--- src/rtl/sap1_arb_pkg.sv ---
// Shared types and default widths for the SAP-1 RAM arbiter.
package sap1_arb_pkg;

   localparam int ARB_ADDR_W   = 4;
   localparam int ARB_DATA_W   = 8;
   localparam int ARB_MAX_HOLD = 8;

   typedef enum logic [1:0] {
      OWN_NONE = 2'd0,
      OWN_CPU  = 2'd1,
      OWN_LDR  = 2'd2
   } owner_e;

   typedef enum logic [1:0] {
      IDLE  = 2'd0,
      ISSUE = 2'd1,
      RESP  = 2'd2
   } arb_state_e;

endpackage

--- src/rtl/sap1_ram_arbiter_if.sv ---
// Requester, loader and RAM-side signals of the SAP-1 RAM arbiter.
interface sap1_ram_arbiter_if
   import sap1_arb_pkg::*;
#(
   parameter int ADDR_W = ARB_ADDR_W,
   parameter int DATA_W = ARB_DATA_W
);

   // Handshake: a requester raises req with we/addr/wdata and holds them
   // unchanged until it sees the one-cycle gnt pulse; req still high on the
   // cycle after gnt is a new request. Read data arrives with rvalid one
   // cycle after gnt and rdata then holds until the next read completes.
   logic              cpu_req;
   logic              cpu_we;
   logic [ADDR_W-1:0] cpu_addr;
   logic [DATA_W-1:0] cpu_wdata;
   logic              cpu_gnt;
   logic              cpu_rvalid;
   logic [DATA_W-1:0] cpu_rdata;
   logic              cpu_stall;

   logic              ldr_req;
   logic              ldr_we;
   logic [ADDR_W-1:0] ldr_addr;
   logic [DATA_W-1:0] ldr_wdata;
   logic              ldr_lock;
   logic              ldr_gnt;
   logic              ldr_rvalid;
   logic [DATA_W-1:0] ldr_rdata;

   logic              ram_ce;
   logic              ram_we;
   logic [ADDR_W-1:0] ram_addr;
   logic [DATA_W-1:0] ram_wdata;
   logic [DATA_W-1:0] ram_rdata;

   owner_e            owner;

   modport slave (
      input  cpu_req, cpu_we, cpu_addr, cpu_wdata,
      input  ldr_req, ldr_we, ldr_addr, ldr_wdata, ldr_lock,
      input  ram_rdata,
      output cpu_gnt, cpu_rvalid, cpu_rdata, cpu_stall,
      output ldr_gnt, ldr_rvalid, ldr_rdata,
      output ram_ce, ram_we, ram_addr, ram_wdata,
      output owner
   );

   modport master (
      output cpu_req, cpu_we, cpu_addr, cpu_wdata,
      output ldr_req, ldr_we, ldr_addr, ldr_wdata, ldr_lock,
      output ram_rdata,
      input  cpu_gnt, cpu_rvalid, cpu_rdata, cpu_stall,
      input  ldr_gnt, ldr_rvalid, ldr_rdata,
      input  ram_ce, ram_we, ram_addr, ram_wdata,
      input  owner
   );

endinterface

--- src/rtl/sap1_arb_fair_ctr.sv ---
// Saturating count of CPU wins taken while the loader waits; force_ldr_o
// tells the arbiter to hand the next decision to the loader.
module sap1_arb_fair_ctr #(
   parameter int MAX_HOLD = 8
) (
   input  logic clk,
   input  logic reset,
   input  logic cpu_win_i,
   input  logic ldr_win_i,
   input  logic ldr_req_i,
   output logic force_ldr_o
);

   localparam int CW = $clog2(MAX_HOLD + 1);

   logic [CW-1:0] cnt_q, cnt_d;

   always_comb begin
      cnt_d = cnt_q;
      if (ldr_win_i || !ldr_req_i) begin
         cnt_d = '0;
      end else if (cpu_win_i && (cnt_q != CW'(MAX_HOLD))) begin
         cnt_d = cnt_q + CW'(1);
      end
   end

   always_ff @(posedge clk) begin
      if (reset) cnt_q <= '0;
      else       cnt_q <= cnt_d;
   end

   assign force_ldr_o = (cnt_q == CW'(MAX_HOLD));

endmodule

--- src/rtl/sap1_ram_arbiter.sv ---
// SAP-1 16x8 RAM arbiter between the CPU sequencer and the loader port.
// Define SAP1_ARB_PERF_EN to add the cpu_stall_cnt output.
module sap1_ram_arbiter
   import sap1_arb_pkg::*;
#(
   parameter int ADDR_W   = ARB_ADDR_W,
   parameter int DATA_W   = ARB_DATA_W,
   parameter int MAX_HOLD = ARB_MAX_HOLD
) (
   input  logic               clk,
   input  logic               reset,
   sap1_ram_arbiter_if.slave  bus,
   output arb_state_e         arb_state_o
`ifdef SAP1_ARB_PERF_EN
   ,
   output logic [15:0]        cpu_stall_cnt
`endif
);

   arb_state_e        state_q, state_d;
   owner_e            own_q, own_d;
   logic              we_q, we_d;
   logic [ADDR_W-1:0] addr_q, addr_d;
   logic [DATA_W-1:0] wdata_q, wdata_d;
   logic [DATA_W-1:0] cpu_rdata_q, cpu_rdata_d;
   logic [DATA_W-1:0] ldr_rdata_q, ldr_rdata_d;
   logic              cpu_elig, cpu_win, ldr_win, force_ldr;
   logic              live;

   // An access caught by reset is dropped, so strobes are masked while it is high.
   assign live     = ~reset;
   assign cpu_elig = bus.cpu_req & ~bus.ldr_lock;
   assign ldr_win  = (state_q == IDLE) & bus.ldr_req &
                     (bus.ldr_lock | ~cpu_elig | force_ldr);
   assign cpu_win  = (state_q == IDLE) & cpu_elig & ~ldr_win;

   sap1_arb_fair_ctr #(.MAX_HOLD(MAX_HOLD)) u_fair (
      .clk         (clk),
      .reset       (reset),
      .cpu_win_i   (cpu_win),
      .ldr_win_i   (ldr_win),
      .ldr_req_i   (bus.ldr_req),
      .force_ldr_o (force_ldr)
   );

   always_comb begin
      state_d        = state_q;
      own_d          = own_q;
      we_d           = we_q;
      addr_d         = addr_q;
      wdata_d        = wdata_q;
      cpu_rdata_d    = cpu_rdata_q;
      ldr_rdata_d    = ldr_rdata_q;
      bus.cpu_gnt    = 1'b0;
      bus.ldr_gnt    = 1'b0;
      bus.cpu_rvalid = 1'b0;
      bus.ldr_rvalid = 1'b0;
      bus.ram_ce     = 1'b0;
      bus.ram_we     = 1'b0;
      bus.ram_addr   = '0;
      bus.ram_wdata  = '0;
      case (state_q)
         IDLE: begin
            if (cpu_win) begin
               own_d   = OWN_CPU;
               we_d    = bus.cpu_we;
               addr_d  = bus.cpu_addr;
               wdata_d = bus.cpu_wdata;
               state_d = ISSUE;
            end else if (ldr_win) begin
               own_d   = OWN_LDR;
               we_d    = bus.ldr_we;
               addr_d  = bus.ldr_addr;
               wdata_d = bus.ldr_wdata;
               state_d = ISSUE;
            end
         end
         ISSUE: begin
            bus.ram_ce    = live;
            bus.ram_we    = we_q & live;
            bus.ram_addr  = live ? addr_q : '0;
            bus.ram_wdata = live ? wdata_q : '0;
            bus.cpu_gnt   = live & (own_q == OWN_CPU);
            bus.ldr_gnt   = live & (own_q == OWN_LDR);
            state_d       = we_q ? IDLE : RESP;
         end
         RESP: begin
            if (own_q == OWN_CPU) begin
               bus.cpu_rvalid = live;
               cpu_rdata_d    = bus.ram_rdata;
            end else begin
               bus.ldr_rvalid = live;
               ldr_rdata_d    = bus.ram_rdata;
            end
            state_d = IDLE;
         end
         default: state_d = IDLE;
      endcase
   end

   always_ff @(posedge clk) begin
      if (reset) begin
         state_q     <= IDLE;
         own_q       <= OWN_NONE;
         we_q        <= 1'b0;
         addr_q      <= '0;
         wdata_q     <= '0;
         cpu_rdata_q <= '0;
         ldr_rdata_q <= '0;
      end else begin
         state_q     <= state_d;
         own_q       <= own_d;
         we_q        <= we_d;
         addr_q      <= addr_d;
         wdata_q     <= wdata_d;
         cpu_rdata_q <= cpu_rdata_d;
         ldr_rdata_q <= ldr_rdata_d;
      end
   end

   // Read data is forwarded in the rvalid cycle, then held from the register.
   assign bus.cpu_rdata = bus.cpu_rvalid ? bus.ram_rdata : cpu_rdata_q;
   assign bus.ldr_rdata = bus.ldr_rvalid ? bus.ram_rdata : ldr_rdata_q;
   assign bus.cpu_stall = bus.cpu_req & ~bus.cpu_gnt;
   assign bus.owner     = (live && (state_q != IDLE)) ? own_q : OWN_NONE;
   assign arb_state_o   = state_q;

`ifdef SAP1_ARB_PERF_EN
   logic [15:0] stall_cnt_q, stall_cnt_d;

   always_comb begin
      stall_cnt_d = stall_cnt_q;
      if (bus.cpu_stall && (stall_cnt_q != 16'hFFFF)) stall_cnt_d = stall_cnt_q + 16'd1;
   end

   always_ff @(posedge clk) begin
      if (reset) stall_cnt_q <= '0;
      else       stall_cnt_q <= stall_cnt_d;
   end

   assign cpu_stall_cnt = stall_cnt_q;
`endif

endmodule

--- src/flat_wrapper.sv ---
// flat-port wrapper written by rule: the top's interface ports become plain ports
module sap1_ram_arbiter_flat import sap1_arb_pkg::*;
#(
   parameter int ADDR_W   = ARB_ADDR_W,
   parameter int DATA_W   = ARB_DATA_W,
   parameter int MAX_HOLD = ARB_MAX_HOLD
)
  (clk, reset, arb_state_o, bus_cpu_req, bus_cpu_we, bus_cpu_addr, bus_cpu_wdata, bus_ldr_req, bus_ldr_we, bus_ldr_addr, bus_ldr_wdata, bus_ldr_lock, bus_ram_rdata, bus_cpu_gnt, bus_cpu_rvalid, bus_cpu_rdata, bus_cpu_stall, bus_ldr_gnt, bus_ldr_rvalid, bus_ldr_rdata, bus_ram_ce, bus_ram_we, bus_ram_addr, bus_ram_wdata, bus_owner);
  sap1_ram_arbiter_if #(.ADDR_W(ADDR_W), .DATA_W(DATA_W)) bus_i ();
  input  logic clk;
  input  logic reset;
  output arb_state_e arb_state_o;
  input wire logic [$bits(bus_i.cpu_req)-1:0] bus_cpu_req;
  input wire logic [$bits(bus_i.cpu_we)-1:0] bus_cpu_we;
  input wire logic [$bits(bus_i.cpu_addr)-1:0] bus_cpu_addr;
  input wire logic [$bits(bus_i.cpu_wdata)-1:0] bus_cpu_wdata;
  input wire logic [$bits(bus_i.ldr_req)-1:0] bus_ldr_req;
  input wire logic [$bits(bus_i.ldr_we)-1:0] bus_ldr_we;
  input wire logic [$bits(bus_i.ldr_addr)-1:0] bus_ldr_addr;
  input wire logic [$bits(bus_i.ldr_wdata)-1:0] bus_ldr_wdata;
  input wire logic [$bits(bus_i.ldr_lock)-1:0] bus_ldr_lock;
  input wire logic [$bits(bus_i.ram_rdata)-1:0] bus_ram_rdata;
  output wire logic [$bits(bus_i.cpu_gnt)-1:0] bus_cpu_gnt;
  output wire logic [$bits(bus_i.cpu_rvalid)-1:0] bus_cpu_rvalid;
  output wire logic [$bits(bus_i.cpu_rdata)-1:0] bus_cpu_rdata;
  output wire logic [$bits(bus_i.cpu_stall)-1:0] bus_cpu_stall;
  output wire logic [$bits(bus_i.ldr_gnt)-1:0] bus_ldr_gnt;
  output wire logic [$bits(bus_i.ldr_rvalid)-1:0] bus_ldr_rvalid;
  output wire logic [$bits(bus_i.ldr_rdata)-1:0] bus_ldr_rdata;
  output wire logic [$bits(bus_i.ram_ce)-1:0] bus_ram_ce;
  output wire logic [$bits(bus_i.ram_we)-1:0] bus_ram_we;
  output wire logic [$bits(bus_i.ram_addr)-1:0] bus_ram_addr;
  output wire logic [$bits(bus_i.ram_wdata)-1:0] bus_ram_wdata;
  output wire logic [$bits(bus_i.owner)-1:0] bus_owner;
  assign bus_i.cpu_req = bus_cpu_req;
  assign bus_i.cpu_we = bus_cpu_we;
  assign bus_i.cpu_addr = bus_cpu_addr;
  assign bus_i.cpu_wdata = bus_cpu_wdata;
  assign bus_i.ldr_req = bus_ldr_req;
  assign bus_i.ldr_we = bus_ldr_we;
  assign bus_i.ldr_addr = bus_ldr_addr;
  assign bus_i.ldr_wdata = bus_ldr_wdata;
  assign bus_i.ldr_lock = bus_ldr_lock;
  assign bus_i.ram_rdata = bus_ram_rdata;
  assign bus_cpu_gnt = bus_i.cpu_gnt;
  assign bus_cpu_rvalid = bus_i.cpu_rvalid;
  assign bus_cpu_rdata = bus_i.cpu_rdata;
  assign bus_cpu_stall = bus_i.cpu_stall;
  assign bus_ldr_gnt = bus_i.ldr_gnt;
  assign bus_ldr_rvalid = bus_i.ldr_rvalid;
  assign bus_ldr_rdata = bus_i.ldr_rdata;
  assign bus_ram_ce = bus_i.ram_ce;
  assign bus_ram_we = bus_i.ram_we;
  assign bus_ram_addr = bus_i.ram_addr;
  assign bus_ram_wdata = bus_i.ram_wdata;
  assign bus_owner = bus_i.owner;
  sap1_ram_arbiter #(.ADDR_W(ADDR_W), .DATA_W(DATA_W), .MAX_HOLD(MAX_HOLD)) u_core (.clk(clk), .reset(reset), .bus(bus_i), .arb_state_o(arb_state_o));
endmodule
--- config.mk ---
export PLATFORM = sky130hd
export DESIGN_NAME = sap1_ram_arbiter_flat
export DESIGN_NICKNAME = d
export VERILOG_FILES = /design/src/rtl/sap1_arb_pkg.sv /design/src/rtl/sap1_ram_arbiter_if.sv /design/src/rtl/sap1_arb_fair_ctr.sv /design/src/rtl/sap1_ram_arbiter.sv /design/src/flat_wrapper.sv
export SDC_FILE = /design/constraint.sdc
export NUM_CORES = 1
export LEC_CHECK = 0
export CORE_UTILIZATION = 45
export DETAILED_ROUTE_END_ITERATION = 10
export PLACE_DENSITY_LB_ADDON = 0.2
export SLEW_MARGIN = 15
export SYNTH_ARGS = -nofsm -noshare
export SYNTH_HDL_FRONTEND = slang
export SYNTH_SLANG_ARGS = --single-unit
export TNS_END_PERCENT = 1
--- constraint.sdc ---
create_clock -name clk -period 2.2 [get_ports clk]
set_clock_uncertainty 0.2 [all_clocks]
set_input_delay 0.22 -clock clk [delete_from_list [all_inputs] [get_ports clk]]
set_output_delay 0.22 -clock clk [all_outputs]
set_load 0.01 [all_outputs]
# After elaboration in Yosys (flattened, before gate mapping)
# Cells that the tools add are included.
# W data, S select, Z words.
# totals
inputBits	39
word_cells	71
output_inout_bits	39
register_bits	37
# classes
reduce_logical	11
n_bitwise	17
muxes	27
n_eq_ne	7
n_addsub	1
# op_table
operator	n
$mux W8	6
$mux W4	4
$mux W2	6
$mux W1	10
$and A1 B1 Y1	9
$not A1 Y1	6
$reduce_and A2 Y1	3
$add A4 B1 Y4 const B	1
$eq A2 B1 Y1 const B	2
$eq A2 B2 Y1 const B	2
$eq A4 B4 Y1 const B	1
$ne A4 B4 Y1 const B	1
$pmux W2 S2	1
$reduce_bool A2 Y1	2
$ne A3 B2 Y1 const B	1
$logic_and A1 B1 Y1	2
$logic_not A2 Y1	1
$or A1 B1 Y1	2
$reduce_or A2 Y1	1
$logic_not A1 Y1	1
$logic_or A1 B1 Y1	1

# Depth between registers and ports, before layout
# depth
ltp_word	10
ltp_mapped	7
mapped_depth_nobuf	5

# Modules after synthesis
# From an unflattened synthesis, not the netlist that was laid out.
# hier_totals
hier_cells	194
area_unflattened_um2	1909.3
# by_module_without_submodules
mod	n_inst	cells_per_inst	seq_area_each_um2	area_each_um2
sap1_ram_arbiter	1	169	660.6	1689.1
sap1_arb_fair_ctr	1	25	80.1	220.2

# Worst setup path before layout
# Ideal clock, no wire load.
# synth_path
path_kind	register -> output
from	register u_core.state_q[1], in the netlist u_core.arb_state_o[1]
to	output bus_cpu_rdata[0]
path_buffers	1
stages_incl_launch_ff	5
required_time_ns	1.780
arrival_time_ns	1.525
setup_slack_ns	0.255
path_cell_list	dfxtp_1 > nand4bb_1 > clkbuf_1 > nor2_2 > mux2_2
# synth_via
elab_chain_cells	3
# synth_rtl
item	line	source
start, declared	sap1_ram_arbiter.sv:20	arb_state_e state_q, state_d;
start signal, assigned	sap1_ram_arbiter.sv:111	state_q <= state_d;
$eq A2 B2 Y1	sap1_ram_arbiter.sv:62	case (state_q)
$mux W1	sap1_ram_arbiter.sv:62	
named net bus_cpu_rvalid	flat_wrapper.sv:24	output wire logic [$bits(bus_i.cpu_rvalid)-1:0] bus_cpu_rvalid;
$mux W8	sap1_ram_arbiter.sv:122	assign bus.cpu_rdata = bus.cpu_rvalid ? bus.ram_rdata : cpu_rdata_q;
end, declared	flat_wrapper.sv:25	output wire logic [$bits(bus_i.cpu_rdata)-1:0] bus_cpu_rdata;
# The timed path passes the listed nets, and every way through them passes these cells.

# Final worst setup path
# layout_path
from	register u_core.own_q[1]
to	output bus_cpu_rdata[7]
# layout_via
elab_chain_cells	4
# layout_rtl
item	line	source
start, declared	sap1_ram_arbiter.sv:21	owner_e own_q, own_d;
start signal, assigned	sap1_ram_arbiter.sv:112	own_q <= own_d;
$eq A2 B1 Y1	sap1_ram_arbiter.sv:88	if (own_q == OWN_CPU) begin
$mux W1	sap1_ram_arbiter.sv:88	
$mux W1	sap1_ram_arbiter.sv:62	
$mux W8	sap1_ram_arbiter.sv:122	
# Every way passes these cells.

==> results.json <==
{
  "drv_cap": 0,
  "status": "finished, violations left",
  "layout_commonest_cell": "clkdlybuf4s50_1",
  "grt_use_total_pct": 24.3,
  "io_pins": 78,
  "grt_pass1_vias": 2154,
  "grt_pass1_wl_um": 9840,
  "die_x_um": 71.3,
  "hold_violations": 0,
  "synth.largest_area_cell": "dfxtp_1",
  "antennaDiodeCount": 0,
  "dieArea_um2": 5080,
  "die_h_um": 71.3,
  "p_leak_nw": 1.33,
  "fp-row-count": 24,
  "final_cell_mix": "43 x clkdlybuf4s50_1, 37 x dfxtp_1, 31 x dlygate4sd2_1",
  "power_mw": 1.68,
  "io_buffer_count": 77,
  "finalCriticalPeriod_ns": 2.19,
  "wirelength_um": 5970,
  "routed_via_density": 5.54,
  "synth_top_cells_by_area": "dfxtp_1 34%, nor2b_1 8.4%, mux2_2 8.3%",
  "cts_htree_levels": 2,
  "drc": 5,
  "antenna_left": 0,
  "seq_area_frac_synth_pct": 34.3,
  "hold_slack_ns": 0.0541,
  "first_iter_violations": 134,
  "ir_worst_vdd_uv": 310,
  "clkTransAtPathRegs_ns": 0.08,
  "clkSinkCount": 37,
  "dp.final_hpwl_um": 4370,
  "final_util_pct": 72.0,
  "antenna_found_initial": 0,
  "routedWlPerCell_um": 14.6,
  "core_area_um2": 4470,
  "crit_required_ns": 1.78,
  "crit_family": "buffers and inverters",
  "numCtsBuffers": 5,
  "clk_latency_ns": 0.29,
  "first_pass_iters": 7,
  "min_path_type": "in2reg",
  "tightest_slew_ns": 0.574,
  "cts_tree": "built",
  "grt_setup_unrepaired": "yes",
  "path_max_fanout": 4,
  "n_fill_cell": 366,
  "final-max-slew-violation-count": 0,
  "drive_gt1_share_pct": 16.8,
  "area_growth_pct": 49.2,
  "critPathBufInv": 2,
  "syn-cell-area_um2": 2160,
  "failed_checks": "DRC",
  "clk_path_buf_depth": 2,
  "cpPeakStageDelay_ns": 0.33,
  "gp_congestion": 0.777,
  "dr_total_vias": 2273,
  "setup_viol": 0,
  "endpoint_kind": "output port",
  "postSynthAreaPerCell_um2": 8.03,
  "cp-start-kind": "flip-flop",
  "synth.top_cell.area_share_pct": 34.3,
  "critical_path_class": "reg2out",
  "grt_start_max_net_pins": 32,
  "clockRootBuffer": "clkbuf_8",
  "arrival_ns": 1.77,
  "synth_cells": 269,
  "synthDistinctLibCells": 35,
  "ys_ff_latch": 37,
  "nNetsFinal": 398,
  "yosysWarnings": 0,
  "slew_headroom_pct": 61.7,
  "initial_utilization_pct": 48.3,
  "overflow": 0,
  "syn_nets": 310,
  "path_cells": "nand4bb_1 > nor2_2 > buf_4 > mux2_2 > dlygate4sd2_1",
  "pwr_density_cell_nw_per_um2": 522,
  "cpMaxStageDelayCell": "dfxtp_1",
  "fmax_mhz": 456,
  "period_share_pct": 99.6
}
==> cell usage after synthesis <==
cell       number
a211oi_1        4
a21bo_2         1
a21boi_0        2
a21oi_1        17
and2_1          1
and3b_1         1
buf_1           2
buf_2           1
clkbuf_1       22
dfxtp_1        37
ha_1            2
inv_1          18
mux2_2         16
nand2_1        19
nand2b_1        3
nand3_1        11
nand3b_1        1
nand4_1        13
nand4b_1        1
nand4bb_1       1
nor2_1         17
nor2_2          1
nor2b_1        29
nor3_4          1
nor3b_1         3
nor4b_1         1
nor4bb_1        1
o2111ai_1      13
o211a_1         1
o21a_1          1
o21ai_0        12
o311ai_0       13
or3_1           1
or4_1           1
or4b_4          1
==> path summary, 6_finish.rpt <==
path                                            from                                   to  slack (ns)  depth (start not counted)
setup / recovery        u_core.own_q[1]$_SDFFE_PP0P_                     bus_cpu_rdata[7]       0.008                          5
hold / removal                                 reset         u_core.own_q[0]$_SDFFE_PP0P_        0.05                          2
setup reg to reg  u_core.arb_state_o[0]$_SDFFE_PP0P_  u_core.u_fair.cnt_q[2]$_SDFFE_PP0P_        0.19                          4
hold reg to reg             u_core.we_q$_SDFFE_PP0P_   u_core.arb_state_o[1]$_SDFFE_PP0P_        0.23                          1
==> state kept, by name, indices dropped and copies added (netlist names) <==
register and cells:
u_core.addr_q 4, u_core.arb_state_o 2, u_core.cpu_rdata_q 8, u_core.ldr_rdata_q 8
u_core.own_q 2, u_core.u_fair.cnt_q 4, u_core.wdata_q 8, u_core.we_q 1
==> power by group <==
| group | internal (mW) | total (mW) | switching (mW) |
|---|---|---|---|
| Sequential | 0.703 | 0.716 | 0.0127 |
| Clock | 0.369 | 0.624 | 0.256 |
| Combinational | 0.178 | 0.344 | 0.166 |
==> layer usage <==
metal	GRT usage, %	up-vias	routed length (um)
met3	6.05	4	349
met5	0	-	0
li1	-	1146	-
met2	43.4	75	2980
met4	5.33	0	27
met1	29.6	1048	2620
==> cell type report <==
type                       count  area (um^2)  share of cell area, %
sequential                    37          741                   23.0
multi-input combinational    189         1260                   39.2
clock buffer                   6         82.6                   2.56
tap                           52         65.1                   2.02
clock inverter                 2         37.5                   1.16
timing repair buffer         106          966                   30.0
inverter                      18         67.6                   2.10
==> metrics by stage <==
step / setup WS, ns / setup TNS [ns] / cell area, um^2 / cells
floorplan: 0.255 / 0 / 2160 / 269
global placement: 0.0917 / 0 / 3130 / 402
detailed placement: 0.0423 / 0 / 3130 / 402
CTS: -0.112 / -0.112 / 3210 / 410
global route: -0.0758 / -0.764 / 3220 / 410
finish: 0.00777 / 0 / 3220 / 410
==> logic make-up (layout without fill, tap and decap cells) <==
group | Yosys count | count (layout) | share of synthesized area, %
DFF | 37 | 37 | 34.3
and+or+nand+nor | 107 | 107 | 28.0
muxes | 16 | 16 | 8.34
adders and majority gates | 2 | 2 | 1.16
buffers and inverters | 43 | 132 | 7.53
AOI/OAI and AO/OA | 64 | 64 | 20.6
==> repair_timing <==
| action | 4_1_cts | 5_1_grt |
|---|---|---|
| hold buffers | 0 | 0 |
| gates resized for setup | 32 | 3 |
| buffers inserted | 0 | 0 |
| setup endpoints to repair | 32 | 18 |
Power figures use the tool's default switching activity.
